$ cat config.mk
export PLATFORM = sky130hd
export DESIGN_NAME = uart_pwm_ctrl_flat
export DESIGN_NICKNAME = d
export VERILOG_FILES = /design/src/rtl/uart_pwm_pkg.sv /design/src/rtl/uart_pwm_ctrl_if.sv /design/src/rtl/pwm_bank.sv /design/src/rtl/uart_pwm_ctrl.sv /design/src/flat_wrapper.sv
export SDC_FILE = /design/constraint.sdc
export NUM_CORES = 1
export LEC_CHECK = 0
export ABC_AREA = 1
export CAP_MARGIN = 10
export CORE_MARGIN = 2
export CORE_UTILIZATION = 24
export DETAILED_ROUTE_END_ITERATION = 6
export PLACE_DENSITY = 0.34
export SYNTH_ARGS = -nofsm -noshare
export SYNTH_HDL_FRONTEND = slang
export SYNTH_SLANG_ARGS = --single-unit
export TNS_END_PERCENT = 1
$ cat constraint.sdc
create_clock -name clk -period 5.3 [get_ports clk]
set_input_delay 1.06 -clock clk [delete_from_list [all_inputs] [get_ports clk]]
set_output_delay 1.06 -clock clk [all_outputs]
set_load 0.005 [all_outputs]
$ cat src/rtl/uart_pwm_pkg.sv
// Shared types and constants for the UART-commanded multi-channel PWM controller.
package uart_pwm_pkg;

  typedef enum logic [2:0] {
    ST_IDLE,
    ST_DATA,
    ST_TERM,
    ST_RESP_STAT,
    ST_RESP_LF
  } state_t;

  localparam logic [7:0] STATUS_ACK = 8'h06;
  localparam logic [7:0] STATUS_NAK = 8'h15;
  localparam logic [7:0] FRAME_TERM = 8'h0A;

  // Index width for n entries, never below one bit.
  function automatic int idx_bits(int n);
    return (n > 1) ? $clog2(n) : 1;
  endfunction

endpackage

$ cat src/rtl/uart_pwm_ctrl_if.sv
// Byte-stream link between uart_rx/uart_tx and the PWM controller.
interface uart_pwm_ctrl_if;
  logic       rx_valid;
  logic [7:0] rx_data;
  logic       tx_valid;
  logic [7:0] tx_data;
  logic       tx_ready;
  logic       rx_drop;

  modport master (output rx_valid, rx_data, tx_ready, input tx_valid, tx_data, rx_drop);
  modport slave  (input rx_valid, rx_data, tx_ready, output tx_valid, tx_data, rx_drop);
endinterface

$ cat src/rtl/pwm_bank.sv
// Shared period counter, pending/active pulse widths and registered PWM compares.
module pwm_bank
  import uart_pwm_pkg::*;
#(
  parameter int CHANNELS      = 4,
  parameter int WW            = 24,
  parameter int PERIOD        = 540000,
  parameter int DEFAULT_PULSE = 54054,
  parameter int CH_W          = idx_bits(CHANNELS)
) (
  input  logic                clk,
  input  logic                rst,
  input  logic                wr_en,
  input  logic [CH_W-1:0]     wr_chan,
  input  logic [WW-1:0]       wr_width,
  output logic [CHANNELS-1:0] pin_pwm
);

  localparam logic [WW-1:0] LAST = WW'(PERIOD - 1);
  localparam logic [WW-1:0] DEF  = WW'(DEFAULT_PULSE);

  logic [WW-1:0] cnt;
  logic [WW-1:0] pending [CHANNELS];
  logic [WW-1:0] active  [CHANNELS];
  logic          wrap;

  assign wrap = (cnt == LAST);

  always_ff @(posedge clk) begin
    if (rst) begin
      cnt     <= '0;
      pin_pwm <= '0;
      // NOTE: these width arrays are reset element by element because every channel must restart at a known pulse width; plain storage arrays normally stay unreset.
      for (int i = 0; i < CHANNELS; i++) begin
        pending[i] <= DEF;
        active[i]  <= DEF;
      end
    end else begin
      cnt <= wrap ? '0 : cnt + WW'(1);
      // NOTE: non-blocking assignments make a write on the wrap cycle land in pending while active still copies the old pending value.
      for (int i = 0; i < CHANNELS; i++) begin
        if (wrap) active[i] <= pending[i];
        pin_pwm[i] <= (cnt < active[i]);
      end
      if (wr_en) pending[wr_chan] <= wr_width;
    end
  end

endmodule

$ cat src/rtl/uart_pwm_ctrl.sv
// Frame parser and ACK/NAK responder feeding pwm_bank.
// Optional inter-byte timeout enabled by defining UART_PWM_TIMEOUT_EN.
module uart_pwm_ctrl
  import uart_pwm_pkg::*;
#(
  parameter int CHANNELS       = 4,
  parameter int WIDTH_BYTES    = 3,
  parameter int PERIOD         = 540000,
  parameter int DEFAULT_PULSE  = 54054,
  parameter int TIMEOUT_CYCLES = 2700000
) (
  input  logic                clk,
  input  logic                rst,
  uart_pwm_ctrl_if.slave      bus,
  output logic [CHANNELS-1:0] pin_pwm
);

  localparam int WW   = 8 * WIDTH_BYTES;
  localparam int CH_W = idx_bits(CHANNELS);
  localparam int BC_W = idx_bits(WIDTH_BYTES);

  state_t          state, state_d;
  logic [7:0]      chan;
  logic [WW-1:0]   width_sr;
  logic [BC_W-1:0] byte_cnt;
  logic [7:0]      status;
  logic            frame_ok;
  logic            wr_en;
  logic            timeout;
  logic            tx_valid, rx_drop;
  logic [7:0]      tx_data;

  assign frame_ok = (bus.rx_data == FRAME_TERM) &&
                    ({1'b0, chan} < 9'(CHANNELS)) &&
                    (width_sr <= WW'(PERIOD));

`ifdef UART_PWM_TIMEOUT_EN
  localparam int TO_W = $clog2(TIMEOUT_CYCLES + 1);
  logic [TO_W-1:0] to_cnt;

  // Counts idle cycles since the last byte while a frame is partially received.
  always_ff @(posedge clk) begin
    if (rst || bus.rx_valid || !(state == ST_DATA || state == ST_TERM))
      to_cnt <= '0;
    else
      to_cnt <= to_cnt + TO_W'(1);
  end

  assign timeout = (to_cnt == TO_W'(TIMEOUT_CYCLES - 1)) && !bus.rx_valid;
`else
  assign timeout = 1'b0;
`endif

  always_ff @(posedge clk) begin
    if (rst) state <= ST_IDLE;
    else     state <= state_d;
  end

  always_comb begin
    // NOTE: every output of this block gets a default first so no path leaves one unassigned and infers a latch.
    state_d  = state;
    wr_en    = 1'b0;
    tx_valid = 1'b0;
    tx_data  = 8'h00;
    rx_drop  = 1'b0;
    unique case (state)
      ST_IDLE: if (bus.rx_valid) state_d = ST_DATA;
      ST_DATA: begin
        if (timeout) state_d = ST_IDLE;
        else if (bus.rx_valid && byte_cnt == BC_W'(WIDTH_BYTES - 1)) state_d = ST_TERM;
      end
      ST_TERM: begin
        if (timeout) state_d = ST_IDLE;
        else if (bus.rx_valid) begin
          wr_en   = frame_ok;
          state_d = ST_RESP_STAT;
        end
      end
      ST_RESP_STAT: begin
        tx_valid = 1'b1;
        tx_data  = status;
        rx_drop  = bus.rx_valid;
        if (bus.tx_ready) state_d = ST_RESP_LF;
      end
      ST_RESP_LF: begin
        tx_valid = 1'b1;
        tx_data  = FRAME_TERM;
        rx_drop  = bus.rx_valid;
        if (bus.tx_ready) state_d = ST_IDLE;
      end
      default: state_d = ST_IDLE;
    endcase
  end

  always_ff @(posedge clk) begin
    if (rst) begin
      chan     <= '0;
      width_sr <= '0;
      byte_cnt <= '0;
      status   <= '0;
    end else if (bus.rx_valid) begin
      if (state == ST_IDLE) begin
        chan     <= bus.rx_data;
        byte_cnt <= '0;
      end
      if (state == ST_DATA) begin
        width_sr <= (width_sr << 8) | WW'(bus.rx_data);
        byte_cnt <= byte_cnt + BC_W'(1);
      end
      if (state == ST_TERM) status <= frame_ok ? STATUS_ACK : STATUS_NAK;
    end
  end

  assign bus.tx_valid = tx_valid;
  assign bus.tx_data  = tx_data;
  assign bus.rx_drop  = rx_drop;

  pwm_bank #(
    .CHANNELS     (CHANNELS),
    .WW           (WW),
    .PERIOD       (PERIOD),
    .DEFAULT_PULSE(DEFAULT_PULSE),
    .CH_W         (CH_W)
  ) u_pwm_bank (
    .clk     (clk),
    .rst     (rst),
    .wr_en   (wr_en),
    .wr_chan (chan[CH_W-1:0]),
    .wr_width(width_sr),
    .pin_pwm (pin_pwm)
  );

endmodule

$ cat src/flat_wrapper.sv
// flat-port wrapper written by rule: the top's interface ports become plain ports
module uart_pwm_ctrl_flat import uart_pwm_pkg::*;
#(
  parameter int CHANNELS       = 4,
  parameter int WIDTH_BYTES    = 3,
  parameter int PERIOD         = 540000,
  parameter int DEFAULT_PULSE  = 54054,
  parameter int TIMEOUT_CYCLES = 2700000
)
  (clk, rst, pin_pwm, bus_rx_valid, bus_rx_data, bus_tx_ready, bus_tx_valid, bus_tx_data, bus_rx_drop);
  uart_pwm_ctrl_if bus_i ();
  input  logic clk;
  input  logic rst;
  output logic [CHANNELS-1:0] pin_pwm;
  input wire logic [$bits(bus_i.rx_valid)-1:0] bus_rx_valid;
  input wire logic [$bits(bus_i.rx_data)-1:0] bus_rx_data;
  input wire logic [$bits(bus_i.tx_ready)-1:0] bus_tx_ready;
  output wire logic [$bits(bus_i.tx_valid)-1:0] bus_tx_valid;
  output wire logic [$bits(bus_i.tx_data)-1:0] bus_tx_data;
  output wire logic [$bits(bus_i.rx_drop)-1:0] bus_rx_drop;
  assign bus_i.rx_valid = bus_rx_valid;
  assign bus_i.rx_data = bus_rx_data;
  assign bus_i.tx_ready = bus_tx_ready;
  assign bus_tx_valid = bus_i.tx_valid;
  assign bus_tx_data = bus_i.tx_data;
  assign bus_rx_drop = bus_i.rx_drop;
  uart_pwm_ctrl #(.CHANNELS(CHANNELS), .WIDTH_BYTES(WIDTH_BYTES), .PERIOD(PERIOD), .DEFAULT_PULSE(DEFAULT_PULSE), .TIMEOUT_CYCLES(TIMEOUT_CYCLES)) u_core (.clk(clk), .rst(rst), .bus(bus_i), .pin_pwm(pin_pwm));
endmodule
* After elaboration in Yosys (flattened, before gate mapping)
Memories as Yosys holds them, arrays and structs flattened.
Cells that the tools add are included.
** Storage, ports and cells
- Bits in latches :: 0
- Memory bits (read-only) :: 0
- Flip-flop bits (word level) :: 73
- Output and inout bits :: 14
- Memories :: 2
- Input port bits :: 12
- Bits in writable memories :: 192
- Word-level logic and storage cells :: 76
** Memories
- u_core.u_pwm_bank.active :: depth 4, bits a word 24, rd ports 4, clocked after Yosys merged registers in 0, write ports 4, RTL line pwm_bank.sv:24 : logic [WW-1:0] active [CHANNELS];
- u_core.u_pwm_bank.pending :: depth 4, bits a word 24, rd ports 4, clocked after Yosys merged registers in 0, write ports 4, RTL line pwm_bank.sv:23 : logic [WW-1:0] pending [CHANNELS];
** Operators by class
- Divide/modulo/power cells :: 0
- Equality and inequality tests :: 12
- Multiplexer cells :: 29
- $lt $le $gt $ge :: 6
- $add $sub $neg :: 2
- Reductions and logical operators :: 13
- Multiply operators :: 0
- Bitwise logic cells :: 5
- Shift-type cells :: 0
** Operators with widths (count)
- $mux W24 :: 5
- $lt A24 B24 Y1 :: 4
- $add A24 B1 Y24 const B :: 1
- $eq A24 B20 Y1 const B :: 1
- $le A24 B20 Y1 const B :: 1
- $or A24 B8 Y24 :: 1
- $reduce_or A24 Y1 :: 1
- $pmux W8 S2 :: 1
- $mux W3 :: 5
- $pmux W3 S5 :: 1
- $mux W1 :: 13
- $eq A8 B4 Y1 const B :: 1
- $lt A8 B3 Y1 const B :: 1
- $ne A2 B2 Y1 const B :: 4
- $reduce_and A2 Y1 :: 4
- $eq A3 B2 Y1 const B :: 2
- $mux W2 :: 3
- $mux W5 :: 1
- $reduce_and A5 Y1 :: 1
- $or A1 B1 Y1 :: 4
- $reduce_or A2 Y1 :: 2
- $eq A3 B1 Y1 const B :: 1
- $eq A3 B3 Y1 const B :: 1
- $logic_and A1 B1 Y1 :: 3
- 5 further kinds :: 5

* Logic depth before layout (Yosys ltp)
Gate-level depths: netlist of the first run.
- Word-level depth :: 10
- Gate-level depth with buffers :: 11
- Mapped depth without buffers :: 11

* Cells and area by module
From an unflattened synthesis of the first run, not the netlist that was laid out.
** Unflattened totals
- Cell total of the unflattened synthesis :: 1341
- Area total of the unflattened synthesis :: 12752.2 um^2
** By module, submodules not included
- pwm_bank :: instances 1, cells each 1093, area each 10989.3 um^2
- uart_pwm_ctrl :: instances 1, cells each 248, area each 1762.9 um^2

* Worst setup path after synthesis of the first run
No wires, ideal clock.
- Path type :: input port to flip-flop
- Start :: input bus_rx_data[6]
- End :: memory u_core.u_pwm_bank.pending[0][0], enable pin
- Stages on the path :: 7
- Arrival :: 3.542 ns
- Setup slack :: 1.319 ns
- Setup time :: 0.439 ns
- Cells stage by stage :: nor2_1 nand2_1 nor3_1 nand2_1 nor2_2 nand4_2 o21ai_0
** RTL lines
- start: declaration :: RTL line flat_wrapper.sv:16 : input wire logic [$bits(bus_i.rx_data)-1:0] bus_rx_data;
- end: declaration :: RTL line pwm_bank.sv:23

==> results of run 1 <==
-- metal layers --
layer / share of wire / vias to the layer above / global-route usage / wire length [microns]
met5: 0 / - / 0 / 0
met2: 0.45 / 132 / 0.213 / 15700
met4: 0.023 / 0 / 0.0465 / 812
met1: 0.49 / 3895 / 0.183 / 16800
met3: 0.037 / 44 / 0.0211 / 1300
li1: - / 4260 / - / -
-- flip-flops by register name (all words and copies together) (netlist names) --
register                   flops
u_core.u_pwm_bank.active      96
u_core.u_pwm_bank.pending     96
u_core.u_pwm_bank.cnt         24
u_core.width_sr               24
u_core.chan                    8
u_core.u_pwm_bank.pin_pwm      4
u_core.state                   3
u_core.status                  3
u_core.byte_cnt                2
-- logic make-up (layout without fill, tap and decap cells) --
kind of cell	Yosys count	count (layout)
other cells	1	19
compound gates	164	164
xor+xnor	4	4
simple gates	452	452
fa+ha+maj	94	94
flops	260	260
buf+inv	277	343
-- cell type report --
class	instances	area (sq um)
clock buffers	39	870
flip-flops and latches	260	7130
well taps	680	851
multi-input cells	733	4320
repair buffers	41	360
clock inverters	23	298
inverters	240	901
fillers	5473	36600
-- power breakdown --
group	internal, W	switching (W)	total [W]
sequential	0.00226	0.0000415	0.00231
clock	0.00149	0.000927	0.00241
combinational	0.0000802	0.000228	0.000308
-- synthesized netlist by cell type (all sizes together) (2+ instances only) --
library cell,count
ha,94
nor3,57
nand2,125
nor3b,6
o21ai,57
a211oi,4
clkbuf,18
o211ai,2
clkinv,2
dfxtp,68
a21oi,94
nand4,23
nand3,55
nor4,2
edfxtp,192
o21a,3
buf,19
inv,238
nor2,148
xor2,3
or2,34
-- through the flow --
step | util | instance area, sq um | total power (W)
2_1_floorplan | - | 12500 | 0.00253
3_3_place_gp | 0.264 | 13600 | 0.00267
3_5_place_dp | 0.264 | 13600 | 0.00267
4_1_cts | 0.287 | 14700 | 0.00513
5_1_grt | 0.287 | 14700 | 0.00523
6_report | 0.287 | 14700 | 0.00503
-- tightest hold or removal path, cell delays in order, from the launching register on --
cell and delay, ns:
dfxtp_1 0.29, inv_1 0.06, a21oi_1 0.06
-- worst paths after layout --
| path | to | cells after the start |
|---|---|---|
| hold / removal | u_core.chan[2] | 2 |
| hold reg to reg | u_core.chan[2] | 2 |
| setup / recovery | u_core.u_pwm_bank.active[0][12] | 7 |
| setup reg to reg | u_core.u_pwm_bank.active[0][12] | 7 |
==> impl_metrics.csv, run 1 <==
group,metric,value,unit
clock_network,cts_made_buffers,34,
logic_synthesis,synthXorXnorAreaFrac,0.00281,
logic_synthesis,synth-simple-area-share,0.173,
floorplanning,ios,26,
outcome,status,"finished clean",
critical_path,critPathLaunchType,"flip-flop",
clock_network,cts_tree,"built",
job,drv_cap,0,
critical_path,cp-end-kind,"flip-flop",
floorplanning,num_rows,83,
logic_synthesis,async_reset_ff_frac,0,
logic_synthesis,synthDistinctLibCells,40,
logic_synthesis,yosys-top-cells-area,"edfxtp_1 46%, dfxtp_1 11%, ha_1 9.4%",
power,p_per_area,341,nW/um^2
routing,wl_per_cell,17.2,microns
critical_path,path_delay_family,"simple AND/OR/NAND/NOR gates",
routing,drcViolationCount,0,
critical_path,crit_fanout,75,
logic_synthesis,syn_avg_cell_area,9.95,sq um
placed_design,place_ws,1.62,ns
timing,setup_viol,0,
floorplanning,core,51300,sq um
final_layout,mostFrequentLayoutCells,"236 x inv_1, 192 x edfxtp_1, 123 x nand2_1",
floorplanning,start_util,0.243,
routing,drt_iter0_drc,317,
worst_hold_path,hold_path.class,"reg -> reg",
final_layout,nets,1416,
critical_path,r2r_slack,1.73,ns
timing,period_share,0.674,
routing,avgViaCountPerCell,4.13,
power,leakage,5.84,nW
critical_path,critical_path.slowest_cell,"nand3_4",
critical_path,cp.arrival,3.85,ns
clock_network,hold_buffers,0,
final_layout,layout_commonest_cell,"inv_1",
logic_synthesis,ys_ff_latch,260,
placed_design,hpwl,24.9,mm
global_route,grt_max_degree,76,
critical_path,cpPeakStageDelay,0.88,ns
critical_path,path_common_cell,"nand2_1",
logic_synthesis,synth.yosys.seq_area_share,0.572,
clock_network,cts_setup_buffers,0,
timing,hold-worst-slack,0.452,ns
timing,drv_slew,0,
timing,worst_pin_slew,1.08,ns
logic_synthesis,synth_area,12500,sq um
global_route,grt_pass1_vias,8565,
placed_design,place.gp.congestion,0.774,
timing,fin_skew,0.0260,ns
clock_network,clk_pin_slew,0.05,ns
timing,finalSetupTns,0,ns
final_layout,drive_above_1_share,0.0936,
logic_synthesis,synth-compound-area-share,0.0686,
logic_synthesis,netlist.area_leader.share,0.463,
floorplanning,dieArea,53700,sq um
final_layout,area_growth_syn_to_layout,18.2,%
final_layout,antenna_cells,0,
timing,hold_viol_final,0,
placed_design,port_buffers,22,
clock_network,htreeDepth,2,
critical_path,crit_chain,"ha_1 > nand2_1 > nor2_1 > nand2_1 > nor3_2 > nand3_4 > or2_1",
logic_synthesis,yosysWarnings,0,
logic_synthesis,yosys.area_share.adder,0.0944,
timing,min_period,3.57,ns
timing,rsz0062_at_grt,"no",
global_route,antenna_found_initial,2,
logic_synthesis,syn_inst,1252,
clock_network,cts_resized,0,
logic_synthesis,synth_flop_cell,"edfxtp_1",
floorplanning,die_height,232,microns
power,irDropWorstVdd,0.000166,V
clock_network,cts-root-buf,"clkbuf_16",
critical_path,crit_start,"u_core.u_pwm_bank.cnt[1]",
global_route,gr-total-overflow,0,
floorplanning,fp.dieW,232,microns
final_layout,final_cells,2016,
clock_network,clock_latency,0.56,ns
placed_design,dp.cells,1954,
clock_network,cts_sinks,260,
routing,drt-total-wl,34.6,mm
timing,slew_headroom,0.277,
worst_hold_path,worstHoldStart,"u_core.chan[2]",
critical_path,cp.buffers_inverters,0,
logic_synthesis,synth_area_leader_cell,"edfxtp_1",
critical_path,required,5.58,ns
timing,timing.fmax,280,MHz
routing,drtAntennaViolNets,0,
logic_synthesis,synth_edf_count,192,
logic_synthesis,synthMuxAreaShare,0,
logic_synthesis,synth_top_family_by_area,"simple AND/OR/NAND/NOR gates",
global_route,groute.usage.overall,0.134,
critical_path,critical_path_class,"reg -> reg",
routing,vias,8331,
critical_path,timing.rr.start,"u_core.u_pwm_bank.cnt[1]",
routing,drt-pass1-iter-count,6,
clock_network,cts_buffer_depth,3,
global_route,grt_pass1_wl,53.2,mm
timing,setup_ws,1.73,ns
(Power assumes the default switching activity.)
==> run 2, diff against run 1 <==
- PLACE_DENSITY: 0.34 -> 0.35
- clock period: 5.3 -> 2.9 ns (I/O delays scaled with it)
==> run 2 against run 1 <==
Utilization is 0.33 points higher. Power increased by 75%. Setup slack worse by 1.5 ns. Register-to-register slack worse by 1.2 ns. Sequential power up 82%. Non-clock buffer count up 26. Global-route usage down 0.43 points. Critical path depth fell by 2. Via count up 0.36%. Cell count up 1.2%. Sequential share of layout area shrank 0.55 points. First-iteration DRC count is 44% higher. Largest power group is now sequential cells.
==> impl_metrics.csv, run 2 (synthesis gave the netlist of run 1 again) <==
group,metric,value,unit
critical_path,r2r_slack,0.52,ns
global_route,grt_pass1_vias,8444,
critical_path,timing.rr.start,"u_core.u_pwm_bank.cnt[0]",
placed_design,place_ws,0.193,ns
timing,setup_viol,0,
clock_network,cts_sinks,260,
clock_network,htreeDepth,2,
timing,fin_skew,0.0171,ns
worst_hold_path,hold_path.class,"reg -> reg",
routing,avgViaCountPerCell,4.10,
clock_network,clk_pin_slew,0.06,ns
final_layout,layout_commonest_cell,"inv_1",
timing,setup_ws,0.259,ns
critical_path,required,2.32,ns
power,irDropWorstVdd,0.000288,V
final_layout,mostFrequentLayoutCells,"236 x inv_1, 192 x edfxtp_1, 123 x nand2_1",
worst_hold_path,holdPathEnd,"u_core.chan[6]",
power,leakage,5.95,nW
clock_network,hold_buffers,0,
critical_path,rr_worst_depth,8,
global_route,gr-total-overflow,0,
worst_hold_path,hold_depth,2,
clock_network,cts_made_buffers,35,
routing,wl_per_cell,16.5,microns
timing,rsz0062_at_grt,"no",
placed_design,dpl_cell_area,13900,sq um
clock_network,cts_tree,"built",
clock_network,cts-root-buf,"clkbuf_16",
timing,hold_viol_final,0,
floorplanning,die_height,232,microns
global_route,grt_max_degree,85,
timing,finalSetupTns,0,ns
floorplanning,fp.dieW,232,microns
clock_network,cts_buffer_depth,3,
timing,timing.fmax,379,MHz
floorplanning,num_rows,83,
routing,drtAntennaViolNets,0,
clock_network,cts_setup_buffers,0,
floorplanning,start_util,0.243,
critical_path,cp.arrival,2.06,ns
final_layout,final_cell_area,14900,sq um
clock_network,cts_resized,0,
global_route,antenna_found_initial,0,
final_layout,reg.largest.list,"u_core.u_pwm_bank.active x96, u_core.u_pwm_bank.pending x96",
critical_path,critPathLaunchType,"flip-flop",
critical_path,crit_fanout,7,
floorplanning,ios,26,
routing,drt_iter0_drc,456,
outcome,status,"finished clean",
final_layout,drive_above_1_share,0.108,
final_layout,nets,1443,
floorplanning,core,51300,sq um
routing,vias,8361,
power,p_per_area,589,nW/um^2
final_layout,antenna_cells,0,
critical_path,critical_path_class,"reg -> out",
critical_path,r2r_end,"u_core.u_pwm_bank.active[3][21]",
placed_design,port_buffers,22,
critical_path,cp-end-kind,"primary output",
placed_design,place.gp.congestion,0.744,
job,drv_cap,0,
clock_network,clock_latency,0.54,ns
worst_hold_path,worstHoldStart,"u_core.chan[6]",
timing,min_period,2.64,ns
global_route,groute.usage.overall,0.129,
routing,drt-total-wl,33.8,mm
routing,drcViolationCount,0,
timing,drv_slew,0,
routing,drt-pass1-iter-count,4,
timing,period_share,0.911,
timing,worst_pin_slew,0.570,ns
placed_design,hpwl,24.7,mm
floorplanning,dieArea,53700,sq um
global_route,grt_pass1_wl,52.1,mm
timing,slew_headroom,0.620,
final_layout,area_growth_syn_to_layout,19.6,%
[run 2: cell types whose count changed in the layout (fill, tap and decap cells not counted)]
cell,before,now
buf_4,18,37
clkinv_1,11,6
clkbuf_1,5,12
clkbuf_8,0,4
clkinvlp_4,1,0
bufinv_16,6,0
clkbuf_16,34,35
buf_12,0,8
inv_16,2,0
buf_2,1,0
clkinv_8,1,2
clkinv_2,4,3
[run 2: layer usage]
| metal | global-route usage | routed length (microns) |
|---|---|---|
| met1 | 0.176 | 16500 |
| met5 | 0 | 0 |
| met2 | 0.208 | 15300 |
| met4 | 0.0445 | 862 |
| met3 | 0.0206 | 1070 |
[run 2: per-stage QoR]
step | total power (W) | hold WS, ns | util | cells
floorplan | 0.00462 | 0.429 | - | 1270
global placement | 0.00491 | 0.444 | 0.270 | 1980
detailed placement | 0.00491 | 0.450 | 0.270 | 1980
CTS | 0.00896 | 0.458 | 0.290 | 2040
global route | 0.00917 | 0.485 | 0.290 | 2040
finish | 0.00878 | 0.455 | 0.290 | 2040
[run 2: worst max-delay path by stage]
stage,from,to,slack (ns),depth (start not counted)
after floorplan,bus_rx_data[6],u_core.u_pwm_bank.pending[0][0],-0.60,7
after global placement,bus_rx_data[6],u_core.u_pwm_bank.pending[3][22],0.20,10
after detailed placement,bus_rx_data[4],u_core.u_pwm_bank.pending[3][22],0.19,10
after CTS,u_core.state[1],bus_tx_data[0],0.21,5
after global routing,u_core.state[1],bus_tx_data[0],0.08,5
final,u_core.state[1],bus_tx_data[0],0.26,5
[run 2: report_power, final]
group	switching [W]	internal (W)	leakage (nW)
registers	0.0000713	0.00414	2.25
logic	0.000427	0.000175	3.19
clock network	0.00163	0.00233	0.506
total	0.00213	0.00664	5.95
[run 2: cell type report]
type	instances	area, sq um
Timing Repair Buffer	67	658
Clock buffer	51	976
Fill cell	5425	36400
Clock inverter	9	62.6
Inverter	240	901
Tap cell	680	851
Sequential cell	260	7130
Multi-Input combinational cell	733	4320
[run 2: critical path: stages, from the launching register on]
cell and delay [ns]:
dfxtp_1 0.43, nand2_1 0.11, nor2_1 0.16, inv_1 0.11, nor2_1 0.17, clkdlybuf4s50_1 0.53
==> run 3, diff against run 2 <==
- SETUP_SLACK_MARGIN: not set -> 0.02
==> results of run 3 <==
No change in the layout: final DEF, timing and power equal those of run 2.
